**src/rtl/f_d_reg.sv**
```systemverilog
// rtl/f_d_reg.sv - IF/ID pipeline register with stall, flush and exception bubble
// Optional FD_PERF_EN adds saturating stall and bubble event counters.
module f_d_reg #(
    parameter logic [31:0] RESET_PC   = 32'h0000_3000,
    parameter logic [31:0] HANDLER_PC = 32'h0000_4180,
    parameter logic [4:0]  EXC_ADEL   = 5'd4
) (
    input  logic        clk,
    input  logic        reset,
    input  logic        stall,
    input  logic        flush,
    input  logic        req,
    input  logic [31:0] f_pc,
    input  logic [31:0] f_instr,
    input  logic        f_ex_adel,
    input  logic        f_bd,
`ifdef FD_PERF_EN
    output logic [31:0] perf_stall_cnt,
    output logic [31:0] perf_bubble_cnt,
`endif
    output logic [31:0] d_pc,
    output logic [31:0] d_instr,
    output logic [4:0]  d_exccode,
    output logic        d_bd,
    output logic        d_valid
);

    always_ff @(posedge clk) begin
        if (!reset) begin
            d_pc      <= RESET_PC;
            d_instr   <= 32'd0;
            d_exccode <= 5'd0;
            d_bd      <= 1'b0;
            d_valid   <= 1'b0;
        end else if (req) begin
            d_pc      <= HANDLER_PC;
            d_instr   <= 32'd0;
            d_exccode <= 5'd0;
            d_bd      <= 1'b0;
            d_valid   <= 1'b0;
        end else if (stall) begin
            d_pc      <= d_pc;
            d_instr   <= d_instr;
            d_exccode <= d_exccode;
            d_bd      <= d_bd;
            d_valid   <= d_valid;
        end else if (flush) begin
            // PC and delay-slot flag survive so CP0 still reports the right EPC
            d_pc      <= f_pc;
            d_instr   <= 32'd0;
            d_exccode <= 5'd0;
            d_bd      <= f_bd;
            d_valid   <= 1'b0;
        end else begin
            d_pc      <= f_pc;
            d_instr   <= f_ex_adel ? 32'd0 : f_instr;
            d_exccode <= f_ex_adel ? EXC_ADEL : 5'd0;
            d_bd      <= f_bd;
            d_valid   <= 1'b1;
        end
    end

`ifdef FD_PERF_EN
    logic stall_evt;
    logic bubble_evt;

    assign stall_evt  = !req && stall;
    assign bubble_evt = req || (!stall && flush);

    always_ff @(posedge clk) begin
        if (!reset) begin
            perf_stall_cnt  <= 32'd0;
            perf_bubble_cnt <= 32'd0;
        end else begin
            if (stall_evt && (perf_stall_cnt != 32'hFFFF_FFFF))
                perf_stall_cnt <= perf_stall_cnt + 32'd1;
            if (bubble_evt && (perf_bubble_cnt != 32'hFFFF_FFFF))
                perf_bubble_cnt <= perf_bubble_cnt + 32'd1;
        end
    end
`endif

endmodule

```
**config.mk**
```make
export PLATFORM = sky130hd
export DESIGN_NAME = f_d_reg
export DESIGN_NICKNAME = d
export VERILOG_FILES = /design/src/rtl/f_d_reg.sv
export SDC_FILE = /design/constraint.sdc
export NUM_CORES = 1
export LEC_CHECK = 0
export CAP_MARGIN = 30
export CORE_ASPECT_RATIO = 0.7
export CORE_MARGIN = 5
export CORE_UTILIZATION = 33
export CTS_CLUSTER_DIAMETER = 60
export DETAILED_ROUTE_END_ITERATION = 7
export GPL_TIMING_DRIVEN = 0
export PLACE_DENSITY_LB_ADDON = 0.12
export SYNTH_ARGS = -nofsm -noshare
export SYNTH_HDL_FRONTEND = slang
export SYNTH_SLANG_ARGS = --single-unit
```
**constraint.sdc**
```tcl
create_clock -name clk -period 1 [get_ports clk]
set_clock_uncertainty 0.05 [all_clocks]
set_input_delay 0.1 -clock clk [delete_from_list [all_inputs] [get_ports clk]]
set_output_delay 0.1 -clock clk [all_outputs]
set_load 0.005 [all_outputs]
```
# Word-level counts from Yosys, hierarchy flattened
# Cells that the tools add are included.
# op_classes
mux	7
reduce_logical	1
n_eq_ne	1
bitwise	1
# op_table
cell	count
$mux W32	2
$mux W15	2
$mux W3	2
$ne A2 B1 Y1 const B	1
$reduce_or A2 Y1	1
$mux W1	1
$not A1 Y1	1
# totals
input_bits	71
reg_bits	71
elab_cells	16
out_inout_bits	71

# Depth between registers and ports, before layout
# Gate-level depths: netlist of run 1.
# depth
ltp_word	2
depth_mapped	4
mapped_depth_nobuf	2

# Worst setup path after synthesis of run 1
# OpenSTA, ideal clock, no wires.
# synth_path
path_kind	input port to flip-flop
startpoint	input stall
endpoint	register d_pc[14]
required_time_ns	0.835
stages	3
setup_slack_ns	0.049
arrival_ns	0.786
path_buffers	1
path_cell_list	buf_2 -> mux2_1 -> o21a_1
# synth_between
elab_chain_len	1
# synth_lines
element	line	source
from (decl)	10	input logic stall,
$ne A2 B1 Y1 (no source line)	n/a	
to (signal assigned)	42	d_pc <= d_pc;
to (signal assigned)	49	d_pc <= f_pc;
to (signal assigned)	55	d_pc <= f_pc;
to (decl)	21	output logic [31:0] d_pc,
# Every way passes these cells.
# A chain may end at the register's enable or synchronous reset.

# Worst setup path in the final report of run 1
# layout_path
startpoint	register d_pc[17]
endpoint	output d_pc[17]
# No word-level cell between the ends.

==> results.ini, run 1 <==
[power]
p_per_area_nw_per_um2=1523
p_total_mw=6.004
peakVddDrop_mv=0.8669
p_leak_nw=1.821

[global_routing]
grt_util_met3_pct=9.010
grtUsageMet1_pct=19.20
grt_usage_pct=15.61
grt_pass1_wl_um=10920
use_met2_pct=23.41
first_global_vias=2135
antenna_found_initial=0
busiest_layer=met2
grt_max_degree=12
grt_overflow=0

[hold_path]
holdPathStages=2
min_path_type=in -> reg

[route]
viasPerCell=4.615
wire_per_inst_um=15.10
vias=2109
ant_nets=0
drt-initial-drc-count=77
drc=0
drt_first_pass_iters=6
routed_wirelength_um=6900

[sta]
final_hold_viol_count=0
fmax_mhz=1063
setup_viol=0
slew_viol_final=0
setup-tns-final_ns=0
final.period_utilization_pct=94.08
fin_crit_ns=0.9408
rsz0062_at_grt=no

[final_layout]
final_cell_mix=buf_2, dfxtp_2, clkdlybuf4s50_1, a32o_1, mux2i_1
antenna-diode-count=0
drive_gt1_share_pct=49.86
utilization_pct=57.29
nNetsFinal=429
final_common_cell=buf_2
fin_cells=457
layout-area-overhead-vs-synth_pct=65.49
num-fill-cells=649
fin_area_sq_um=3943

[worst_setup_path]
crit_chain=buf_2
cpMaxStageDelayCell=dfxtp_2
worst-path-stages=1
crit_family=flip-flops
arrival_ns=0.79
worstSetupStartpointType=flip-flop
reg2reg_depth=2
criticalPathCategory=reg -> out
path_buf_inv=1
cp-end-kind=output port
path_max_fanout=2
critical_path_required_ns=0.85
cp_slowest_stage_delay_ns=0.32

[clock_network]
cts_tree=built
cts_made_buffers=9
clk_path_buf_depth=2
cts_root_buf=clkbuf_8
htree_levels=3
cts_sinks=67
insertion_delay_ns=0.33
cts.clk_slew.worst_paths_ns=0.07

[place]
portBuffers=137
place_area_sq_um=3882
gp_congestion=0.7089
dpl.cell_count=432
dp_hpwl_um=5152

[yosys]
async_reset_ff_share_pct=0
yosysWarnings=0
synthFlopType=dfxtp_1
synthCells=198
synth_cell_type_count=20
synth_edf_count=0
ys_seq_area_share_pct=56.30
syn_avg_cell_area_sq_um=12.03
ys_ff_latch=67
syn_area_sq_um=2382

[die]
die_w_um=111.6
dieArea_sq_um=9045
rows=25
die_y_um=81.09
initial_core_util_pct=34.62
design.core.area_sq_um=6882
io_pins=142

[status]
status=finished, final reports clean

[flow_run]
drv_cap=0

[layout make-up]
| cell class | count | area (sq um) | area share (%) |
|---|---|---|---|
| plain buffers | 22 | 197.7 | 5.014 |
| clock buffers | 12 | 155.1 | 3.935 |
| clock inverters | 4 | 72.57 | 1.841 |
| multi-input cells | 112 | 879.6 | 22.31 |
| flip-flops and latches | 67 | 1423 | 36.08 |
| well taps | 94 | 117.6 | 2.983 |
| repair buffers | 146 | 1097 | 27.83 |
[kinds of logic (layout without fill, tap and decap cells)]
group | count (synthesis) | after routing | share of synthesized area, %
and+or+nand+nor | 36 | 36 | 6.776
muxes | 33 | 33 | 14.02
AOI/OAI and AO/OA | 39 | 39 | 15.23
DFF | 67 | 67 | 56.30
other | 1 | 4 | 0.1574
buffers and inverters | 22 | 184 | 7.510
[power breakdown]
part	leakage [nW]	switching, mW	internal, mW	total, mW
sequential	0.574	0.0314	2.75	2.78
clock	0.113	0.988	1.54	2.52
combinational	1.13	0.255	0.444	0.699
[Yosys cell counts (3+ instances only)]
master	n	share of area, %
buf_2	5	1.1
o21a_1	3	0.95
dfxtp_1	67	56
clkbuf_1	3	0.47
mux2i_1	30	13
buf_4	4	1.3
a32o_1	32	13
buf_6	10	4.7
nor2_1	28	4.4
mux2_1	3	1.4
[routing by layer]
metal / share of wire (%) / vias up
met5: 0 / -
met4: 0.74 / 0
met3: 9.3 / 6
met2: 43 / 79
met1: 47 / 986
li1: - / 1038
[registers in the layout, indices dropped and copies added (netlist names)]
name	flops
d_bd	1
d_pc	32
d_exccode	1
d_valid	1
d_instr	32
[stage by stage]
step,setup slack [ns],hold WS [ns]
6_report,0.05916,0.004793
2_1_floorplan,0.04929,0.1262
3_5_place_dp,-0.6052,0.4025
4_1_cts,0.03456,0.1474
5_1_grt,0.007538,0.002841
3_3_place_gp,-0.6141,0.3972
[path summary, 6_finish.rpt]
path / from / endpoint / slack, ns
worst max-delay path: d_pc[17] / d_pc[17] / 0.06
worst min-delay path: reset / d_pc[7] / 0.005
worst max register to register: d_pc[7] / d_pc[7] / 0.09
worst min register to register: d_instr[0] / d_instr[0] / 0.40
[repair_timing]
| item | CTS | global route |
|---|---|---|
| pin swaps | 1 | 0 |
| setup endpoints to repair | 133 | 23 |
| hold endpoints to repair | 0 | 2 |
| gates resized for setup | 344 | 8 |
| hold buffers | 0 | 1 |
| setup buffers | 8 | 0 |
Power figures use the tool's default switching activity.
==> inputs of run 2 (changes only) <==
--- a/config.mk
+++ b/config.mk
@@ -10,6 +10,7 @@
 export CORE_MARGIN = 5
 export CORE_UTILIZATION = 33
 export CTS_CLUSTER_DIAMETER = 60
+export CTS_CLUSTER_SIZE = 10
 export DETAILED_ROUTE_END_ITERATION = 7
 export GPL_TIMING_DRIVEN = 0
 export PLACE_DENSITY_LB_ADDON = 0.12
==> results of run 2 <==
Final layout, timing and power as in run 1 (identical DEF).
==> inputs of run 3 (changes only) <==
--- a/config.mk
+++ b/config.mk
@@ -10,7 +10,6 @@
 export CORE_MARGIN = 5
 export CORE_UTILIZATION = 33
 export CTS_CLUSTER_DIAMETER = 60
-export CTS_CLUSTER_SIZE = 10
 export DETAILED_ROUTE_END_ITERATION = 7
 export GPL_TIMING_DRIVEN = 0
 export PLACE_DENSITY_LB_ADDON = 0.12
==> results of run 3 <==
Final layout, timing and power as in run 1 (identical DEF).
